[config.mk]
export PLATFORM = sky130hd
export DESIGN_NAME = branch_cond_unit_flat
export DESIGN_NICKNAME = d
export VERILOG_FILES = /design/src/rtl/cpu_branch_pkg.sv /design/src/rtl/branch_cond_unit_if.sv /design/src/rtl/jcc_cond_eval.sv /design/src/rtl/branch_cond_unit.sv /design/src/flat_wrapper.sv
export SDC_FILE = /design/constraint.sdc
export NUM_CORES = 1
export LEC_CHECK = 0
export ABC_AREA = 1
export CORE_ASPECT_RATIO = 1.5
export CORE_MARGIN = 2
export CORE_UTILIZATION = 28
export DETAILED_ROUTE_END_ITERATION = 16
export PLACE_DENSITY = 0.46
export SYNTH_ARGS = -nofsm -noshare
export SYNTH_HDL_FRONTEND = slang
export SYNTH_SLANG_ARGS = --single-unit
[constraint.sdc]
create_clock -name clk -period 2 [get_ports clk]
set_input_delay 0.4 -clock clk [delete_from_list [all_inputs] [get_ports clk]]
set_output_delay 0.4 -clock clk [all_outputs]
set_load 0.005 [all_outputs]
[src/rtl/cpu_branch_pkg.sv]
// rtl/cpu_branch_pkg.sv - shared types and encodings for the 8086 short-branch condition unit
package cpu_branch_pkg;

   typedef enum logic [1:0] {
      IDLE = 2'b00,
      EVAL = 2'b01,
      RESP = 2'b10
   } state_t;

   typedef enum logic [1:0] {
      KIND_JCC  = 2'b00,
      KIND_LOOP = 2'b01,
      KIND_JMP  = 2'b10,
      KIND_RSVD = 2'b11
   } kind_t;

   // Jcc condition codes: low nibble of opcodes 0x70-0x7F
   localparam logic [3:0] JO  = 4'h0;
   localparam logic [3:0] JNO = 4'h1;
   localparam logic [3:0] JB  = 4'h2;
   localparam logic [3:0] JNB = 4'h3;
   localparam logic [3:0] JE  = 4'h4;
   localparam logic [3:0] JNE = 4'h5;
   localparam logic [3:0] JBE = 4'h6;
   localparam logic [3:0] JA  = 4'h7;
   localparam logic [3:0] JS  = 4'h8;
   localparam logic [3:0] JNS = 4'h9;
   localparam logic [3:0] JP  = 4'hA;
   localparam logic [3:0] JNP = 4'hB;
   localparam logic [3:0] JL  = 4'hC;
   localparam logic [3:0] JGE = 4'hD;
   localparam logic [3:0] JLE = 4'hE;
   localparam logic [3:0] JG  = 4'hF;

   // Loop-family selectors carried in req_cc[1:0]
   localparam logic [1:0] LOOP_NE   = 2'b00;
   localparam logic [1:0] LOOP_E    = 2'b01;
   localparam logic [1:0] LOOP_ANY  = 2'b10;
   localparam logic [1:0] LOOP_JCXZ = 2'b11;

endpackage

[src/rtl/branch_cond_unit_if.sv]
// rtl/branch_cond_unit_if.sv - decode request, flags and writeback response bundle
interface branch_cond_unit_if;

   logic        req_valid;
   logic        req_ready;
   logic [1:0]  req_kind;
   logic [3:0]  req_cc;
   logic [15:0] req_ip;
   logic [7:0]  req_disp;
   logic [15:0] cx_in;
   logic        zero_flag;
   logic        sign_flag;
   logic        carry_flag;
   logic        overflow_flag;
   logic        parity_flag;
   logic        flags_pending;
   logic        rsp_valid;
   logic        rsp_ready;
   logic        rsp_taken;
   logic [15:0] rsp_next_ip;
   logic [15:0] rsp_cx;
   logic        rsp_cx_we;
   logic        rsp_err;

   // decode / flags / writeback side
   modport master (
      output req_valid, req_kind, req_cc, req_ip, req_disp, cx_in,
      output zero_flag, sign_flag, carry_flag, overflow_flag, parity_flag, flags_pending,
      output rsp_ready,
      input  req_ready, rsp_valid, rsp_taken, rsp_next_ip, rsp_cx, rsp_cx_we, rsp_err
   );

   // branch unit side
   modport slave (
      input  req_valid, req_kind, req_cc, req_ip, req_disp, cx_in,
      input  zero_flag, sign_flag, carry_flag, overflow_flag, parity_flag, flags_pending,
      input  rsp_ready,
      output req_ready, rsp_valid, rsp_taken, rsp_next_ip, rsp_cx, rsp_cx_we, rsp_err
   );

endinterface

[src/rtl/jcc_cond_eval.sv]
// rtl/jcc_cond_eval.sv - combinational 8086 Jcc condition evaluator
module jcc_cond_eval
   import cpu_branch_pkg::*;
(
   input  logic [3:0] cc,
   input  logic       zf,
   input  logic       sf,
   input  logic       cf,
   input  logic       of,
   input  logic       pf,
   output logic       taken
);

   // Map the condition code onto the flag expression it names
   always_comb begin
      taken = 1'b0;
      case (cc)
         JO:      taken = of;
         JNO:     taken = !of;
         JB:      taken = cf;
         JNB:     taken = !cf;
         JE:      taken = zf;
         JNE:     taken = !zf;
         JBE:     taken = cf | zf;
         JA:      taken = !(cf | zf);
         JS:      taken = sf;
         JNS:     taken = !sf;
         JP:      taken = pf;
         JNP:     taken = !pf;
         JL:      taken = sf ^ of;
         JGE:     taken = !(sf ^ of);
         JLE:     taken = zf | (sf ^ of);
         JG:      taken = !(zf | (sf ^ of));
         default: taken = 1'b0;
      endcase
   end

endmodule

[src/rtl/branch_cond_unit.sv]
// rtl/branch_cond_unit.sv - short conditional transfer unit; loop family enabled by BRANCH_LOOP_EN
module branch_cond_unit
   import cpu_branch_pkg::*;
(
   input  logic               clk,
   input  logic               rst,
   branch_cond_unit_if.slave  bus
);

   state_t      state;
   kind_t       lat_kind;
   logic [3:0]  lat_cc;
   logic [15:0] lat_ip;
   logic [7:0]  lat_disp;
   logic [15:0] lat_cx;

   logic        jcc_taken;
   logic [15:0] target_ip;
   logic        e_taken;
   logic [15:0] e_next_ip;
   logic [15:0] e_cx;
   logic        e_cx_we;
   logic        e_err;

   // Flags come live from the flags register so they are sampled at the EVAL edge, not at accept
   jcc_cond_eval u_jcc (
      .cc    (lat_cc),
      .zf    (bus.zero_flag),
      .sf    (bus.sign_flag),
      .cf    (bus.carry_flag),
      .of    (bus.overflow_flag),
      .pf    (bus.parity_flag),
      .taken (jcc_taken)
   );

   assign target_ip = lat_ip + {{8{lat_disp[7]}}, lat_disp};

`ifdef BRANCH_LOOP_EN
   logic [15:0] cx_dec;
   assign cx_dec = lat_cx - 16'd1;
`endif

   // Decision datapath: taken, next IP and CX writeback for the latched request
   always_comb begin
      e_taken = 1'b0;
      e_cx    = lat_cx;
      e_cx_we = 1'b0;
      e_err   = 1'b0;
      case (lat_kind)
         KIND_JCC: e_taken = jcc_taken;
         KIND_JMP: e_taken = 1'b1;
         KIND_LOOP: begin
`ifdef BRANCH_LOOP_EN
            case (lat_cc[1:0])
               LOOP_NE: begin
                  e_taken = (cx_dec != 16'd0) && !bus.zero_flag;
                  e_cx    = cx_dec;
                  e_cx_we = 1'b1;
               end
               LOOP_E: begin
                  e_taken = (cx_dec != 16'd0) && bus.zero_flag;
                  e_cx    = cx_dec;
                  e_cx_we = 1'b1;
               end
               LOOP_ANY: begin
                  e_taken = (cx_dec != 16'd0);
                  e_cx    = cx_dec;
                  e_cx_we = 1'b1;
               end
               LOOP_JCXZ: e_taken = (lat_cx == 16'd0);
               default:   e_taken = 1'b0;
            endcase
`else
            e_err = 1'b1;
`endif
         end
         default: e_err = 1'b1;
      endcase
      e_next_ip = e_taken ? target_ip : lat_ip;
   end

   // Request/evaluate/respond sequencer with registered handshake and response outputs
   always_ff @(posedge clk) begin
      if (rst) begin
         state           <= IDLE;
         bus.req_ready   <= 1'b1;
         bus.rsp_valid   <= 1'b0;
         bus.rsp_taken   <= 1'b0;
         bus.rsp_next_ip <= 16'd0;
         bus.rsp_cx      <= 16'd0;
         bus.rsp_cx_we   <= 1'b0;
         bus.rsp_err     <= 1'b0;
         lat_kind        <= KIND_JCC;
         lat_cc          <= 4'd0;
         lat_ip          <= 16'd0;
         lat_disp        <= 8'd0;
         lat_cx          <= 16'd0;
      end else begin
         case (state)
            IDLE: begin
               if (bus.req_valid) begin
                  lat_kind      <= kind_t'(bus.req_kind);
                  lat_cc        <= bus.req_cc;
                  lat_ip        <= bus.req_ip;
                  lat_disp      <= bus.req_disp;
                  lat_cx        <= bus.cx_in;
                  bus.req_ready <= 1'b0;
                  state         <= EVAL;
               end
            end
            EVAL: begin
               if (!bus.flags_pending) begin
                  bus.rsp_taken   <= e_taken;
                  bus.rsp_next_ip <= e_next_ip;
                  bus.rsp_cx      <= e_cx;
                  bus.rsp_cx_we   <= e_cx_we;
                  bus.rsp_err     <= e_err;
                  bus.rsp_valid   <= 1'b1;
                  state           <= RESP;
               end
            end
            RESP: begin
               if (bus.rsp_ready) begin
                  bus.rsp_valid <= 1'b0;
                  bus.req_ready <= 1'b1;
                  state         <= IDLE;
               end
            end
            default: begin
               bus.rsp_valid <= 1'b0;
               bus.req_ready <= 1'b1;
               state         <= IDLE;
            end
         endcase
      end
   end

endmodule

[src/flat_wrapper.sv]
// flat-port wrapper written by rule: the top's interface ports become plain ports
module branch_cond_unit_flat import cpu_branch_pkg::*;
  (clk, rst, bus_req_valid, bus_req_kind, bus_req_cc, bus_req_ip, bus_req_disp, bus_cx_in, bus_zero_flag, bus_sign_flag, bus_carry_flag, bus_overflow_flag, bus_parity_flag, bus_flags_pending, bus_rsp_ready, bus_req_ready, bus_rsp_valid, bus_rsp_taken, bus_rsp_next_ip, bus_rsp_cx, bus_rsp_cx_we, bus_rsp_err);
  branch_cond_unit_if bus_i ();
  input  logic clk;
  input  logic rst;
  input wire logic [$bits(bus_i.req_valid)-1:0] bus_req_valid;
  input wire logic [$bits(bus_i.req_kind)-1:0] bus_req_kind;
  input wire logic [$bits(bus_i.req_cc)-1:0] bus_req_cc;
  input wire logic [$bits(bus_i.req_ip)-1:0] bus_req_ip;
  input wire logic [$bits(bus_i.req_disp)-1:0] bus_req_disp;
  input wire logic [$bits(bus_i.cx_in)-1:0] bus_cx_in;
  input wire logic [$bits(bus_i.zero_flag)-1:0] bus_zero_flag;
  input wire logic [$bits(bus_i.sign_flag)-1:0] bus_sign_flag;
  input wire logic [$bits(bus_i.carry_flag)-1:0] bus_carry_flag;
  input wire logic [$bits(bus_i.overflow_flag)-1:0] bus_overflow_flag;
  input wire logic [$bits(bus_i.parity_flag)-1:0] bus_parity_flag;
  input wire logic [$bits(bus_i.flags_pending)-1:0] bus_flags_pending;
  input wire logic [$bits(bus_i.rsp_ready)-1:0] bus_rsp_ready;
  output wire logic [$bits(bus_i.req_ready)-1:0] bus_req_ready;
  output wire logic [$bits(bus_i.rsp_valid)-1:0] bus_rsp_valid;
  output wire logic [$bits(bus_i.rsp_taken)-1:0] bus_rsp_taken;
  output wire logic [$bits(bus_i.rsp_next_ip)-1:0] bus_rsp_next_ip;
  output wire logic [$bits(bus_i.rsp_cx)-1:0] bus_rsp_cx;
  output wire logic [$bits(bus_i.rsp_cx_we)-1:0] bus_rsp_cx_we;
  output wire logic [$bits(bus_i.rsp_err)-1:0] bus_rsp_err;
  assign bus_i.req_valid = bus_req_valid;
  assign bus_i.req_kind = bus_req_kind;
  assign bus_i.req_cc = bus_req_cc;
  assign bus_i.req_ip = bus_req_ip;
  assign bus_i.req_disp = bus_req_disp;
  assign bus_i.cx_in = bus_cx_in;
  assign bus_i.zero_flag = bus_zero_flag;
  assign bus_i.sign_flag = bus_sign_flag;
  assign bus_i.carry_flag = bus_carry_flag;
  assign bus_i.overflow_flag = bus_overflow_flag;
  assign bus_i.parity_flag = bus_parity_flag;
  assign bus_i.flags_pending = bus_flags_pending;
  assign bus_i.rsp_ready = bus_rsp_ready;
  assign bus_req_ready = bus_i.req_ready;
  assign bus_rsp_valid = bus_i.rsp_valid;
  assign bus_rsp_taken = bus_i.rsp_taken;
  assign bus_rsp_next_ip = bus_i.rsp_next_ip;
  assign bus_rsp_cx = bus_i.rsp_cx;
  assign bus_rsp_cx_we = bus_i.rsp_cx_we;
  assign bus_rsp_err = bus_i.rsp_err;
  branch_cond_unit u_core (.clk(clk), .rst(rst), .bus(bus_i));
endmodule
==> results.json <==
{
  "cp-startpoint": "u_core.lat_cc[2]",
  "overflow": 0,
  "p_int_uw": 3160,
  "postCtsHoldBufs": 0,
  "first_iter_violations": 123,
  "worst_hold_slack_ns": 0.454,
  "syn-num-nets": 728,
  "drtAntennaViolNets": 0,
  "first_global_vias": 4231,
  "vias": 4314,
  "h-tree-depth": 3,
  "finalWirelength_mm": 13.0,
  "rsz0062_at_grt": "true",
  "gp_congestion": 0.914,
  "p_sw_frac": 0.307,
  "min_period_over_period": 0.925,
  "drc_errors": 0,
  "worstSetupEndpoint": "u_core.bus.rsp_next_ip[12]",
  "finalNetCount": 827,
  "coreArea_um2": 15200,
  "power.share.clock": 0.356,
  "fill_cells": 1621,
  "grt_pass1_wl_mm": 21.2,
  "chipWidth_um": 106,
  "antenna_cells": 0,
  "slew_violations": 0,
  "drtPass1Iterations": 4,
  "sequentialPowerShare": 0.416,
  "endpoint_kind": "flip-flop",
  "cts_resized": 0,
  "setup_slack_ns": 0.150,
  "place_ws_ns": -0.217,
  "final_common_cell": "nand2_1",
  "hold_class": "reg -> reg",
  "track_usage": 0.164,
  "placedInstanceArea_um2": 5660,
  "grt_max_degree": 55,
  "port_buffers": 91,
  "multi_input_area_um2": 2330,
  "p_per_area_nw_per_um2": 763,
  "max_stage_delay_ns": 0.35,
  "ff2ff_path_depth": 9,
  "p_leak_uw": 0.00281,
  "finClkSkew_ns": 0.00803,
  "row_count": 55,
  "root_buffer": "clkbuf_16",
  "power_frac_comb": 0.228,
  "die_y_um": 157,
  "final_cell_area_um2": 5970,
  "cp_common_cell": "nand3_1",
  "crit_fanout": 15,
  "dieArea_um2": 16600,
  "worst_ep_required_time_ns": 2.24,
  "avgSynthCellArea_um2": 6.66,
  "synth_seq_cells": 84,
  "initial_core_util": 0.287,
  "setup_viol": 0,
  "status": "complete, no violations",
  "grt_antenna_before_repair": 0,
  "path_class": "reg -> reg",
  "via_per_inst": 4.50,
  "syn_inst": 656,
  "hold_viol": 0,
  "ir_worst_vdd_mv": 0.342,
  "post_drt_wl_per_cell_um": 13.5,
  "maxCapViolCount": 0,
  "clock_sinks": 84,
  "ys_types": 28,
  "regArea_um2": 1680,
  "drive_above_1_share": 0.0921,
  "path_clk_slew_ns": 0.06,
  "clk_path_buf_depth": 2,
  "cts_buffers": 9,
  "post_cts_buffers": 0,
  "insertion_delay_ns": 0.35,
  "crit_slowest_cell": "dfxtp_1",
  "cts_tree": "built",
  "period_needed_ns": 1.85,
  "critPathArrivalTime_ns": 2.09,
  "fmax_ghz": 0.540,
  "yosysWarnings": 0,
  "min_delay_path_depth": 2,
  "ys_seq_area_frac": 0.385,
  "reg2reg_slack_ns": 0.15,
  "area_growth_pct": 36.8,
  "dp_hpwl_mm": 9.64,
  "worstReg2RegEnd": "u_core.bus.rsp_next_ip[12]",
  "ioPinCount": 93,
  "p_sw_uw": 1400,
  "cp-start-kind": "flip-flop",
  "syn_area_um2": 4370,
  "rr_startpoint": "u_core.lat_cc[2]",
  "path_cells": "nor2_1, nand3_1, o21ai_0, inv_1, nand3_4, buf_4, nand3_1, nand3_1, a21oi_1",
  "layout_common_cells": "131 x nand2_1, 130 x nor2_1, 91 x clkdlybuf4s50_1"
}
## sequential cells by signal (all words and copies together) (netlist names)
name,flops
u_core.bus.rsp_cx,16
u_core.bus.rsp_next_ip,16
u_core.e_cx,16
u_core.lat_ip,16
u_core.lat_disp,8
u_core.lat_cc,4
u_core.lat_kind,2
u_core.state,2
u_core.bus.req_ready,1
u_core.bus.rsp_err,1
u_core.bus.rsp_taken,1
u_core.bus.rsp_valid,1
## through the flow
step / std cells / power (uW) / setup TNS [ns] / util
CTS: 959 / 4630 / 0 / 0.391
detailed placement: 943 / 2980 / -2.69 / 0.372
finish: 959 / 4560 / 0 / 0.393
global route: 959 / 4850 / -0.00805 / 0.393
global placement: 943 / 2970 / -1.54 / 0.372
floorplan: 656 / 2520 / 0 / -
## metal layers
metal / GRT usage / vias up / part of all wire
met5: 0 / - / 0
met4: 0.0570 / 0 / 0.019
met3: 0.0302 / 15 / 0.029
met2: 0.314 / 58 / 0.54
met1: 0.177 / 1955 / 0.41
li1: - / 2286 / -
## cell usage after synthesis
cell type | count | area share
dfxtp_1 | 84 | 0.39
o21a_1 | 2 | 0.0034
clkinv_1 | 1 | 0.00086
buf_2 | 4 | 0.0046
nand3_1 | 50 | 0.057
inv_1 | 66 | 0.057
nand3b_1 | 3 | 0.0052
nand3_2 | 6 | 0.014
nor2_1 | 132 | 0.11
and2_1 | 2 | 0.0029
nor2_4 | 1 | 0.0026
fa_1 | 1 | 0.0046
nor2_2 | 1 | 0.0014
nand2_1 | 133 | 0.11
xor2_1 | 8 | 0.016
nand2_4 | 1 | 0.0026
nand2_2 | 3 | 0.0043
buf_8 | 1 | 0.0034
inv_2 | 2 | 0.0017
nand3_4 | 1 | 0.0040
nor3_1 | 3 | 0.0034
clkbuf_1 | 24 | 0.021
a21oi_1 | 23 | 0.026
buf_4 | 2 | 0.0034
nand4_1 | 19 | 0.027
ha_1 | 15 | 0.043
conb_1 | 1 | 0.00086
o21ai_0 | 67 | 0.077
## critical path: cells and delay by family (launching register included)
kind / cells / cell delay (ns)
DFF: 1 / 0.35
buffers and inverters: 2 / 0.36
and+or+nand+nor: 5 / 0.72
AOI/OAI and AO/OA: 2 / 0.30
## how the worst min path moves through the flow
stage / startpoint / slack, ns / endpoint
2_1_floorplan: u_core.lat_kind[1] / 0.42 / u_core.lat_kind[1]
5_1_grt: u_core.lat_kind[1] / 0.50 / u_core.lat_kind[1]
3_5_place_dp: u_core.lat_kind[1] / 0.45 / u_core.lat_kind[1]
4_1_cts: u_core.lat_kind[1] / 0.46 / u_core.lat_kind[1]
3_3_place_gp: u_core.bus.rsp_err / 0.45 / u_core.bus.rsp_err
6_report: u_core.lat_kind[1] / 0.45 / u_core.lat_kind[1]
## power groups by stage
stage	sequential (uW)	combinational [uW]	clock (uW)
3_5_place_dp	1930	1040	0
2_1_floorplan	1910	609	0
6_report	1900	1040	1620
3_3_place_gp	1930	1040	0
5_1_grt	1910	1170	1770
4_1_cts	1900	1050	1680
## layout make-up
type	instances	share of cell area
Timing Repair Buffer	119	0.196
Inverter	69	0.0434
Sequential cell	84	0.282
Clock inverter	6	0.00754
Clock buffer	10	0.0400
Tap cell	199	0.0417
Multi-Input combinational cell	472	0.390
## kinds of logic after synthesis
family,share of synthesized area
buffers and inverters,0.0914
AND/OR/NAND/NOR,0.352
flip-flops,0.385
adder cells (fa/ha/maj),0.0476
XOR/XNOR,0.0160
other,0.000859
AO/OA/AOI/OAI,0.107
Power figures use the tool's default switching activity.
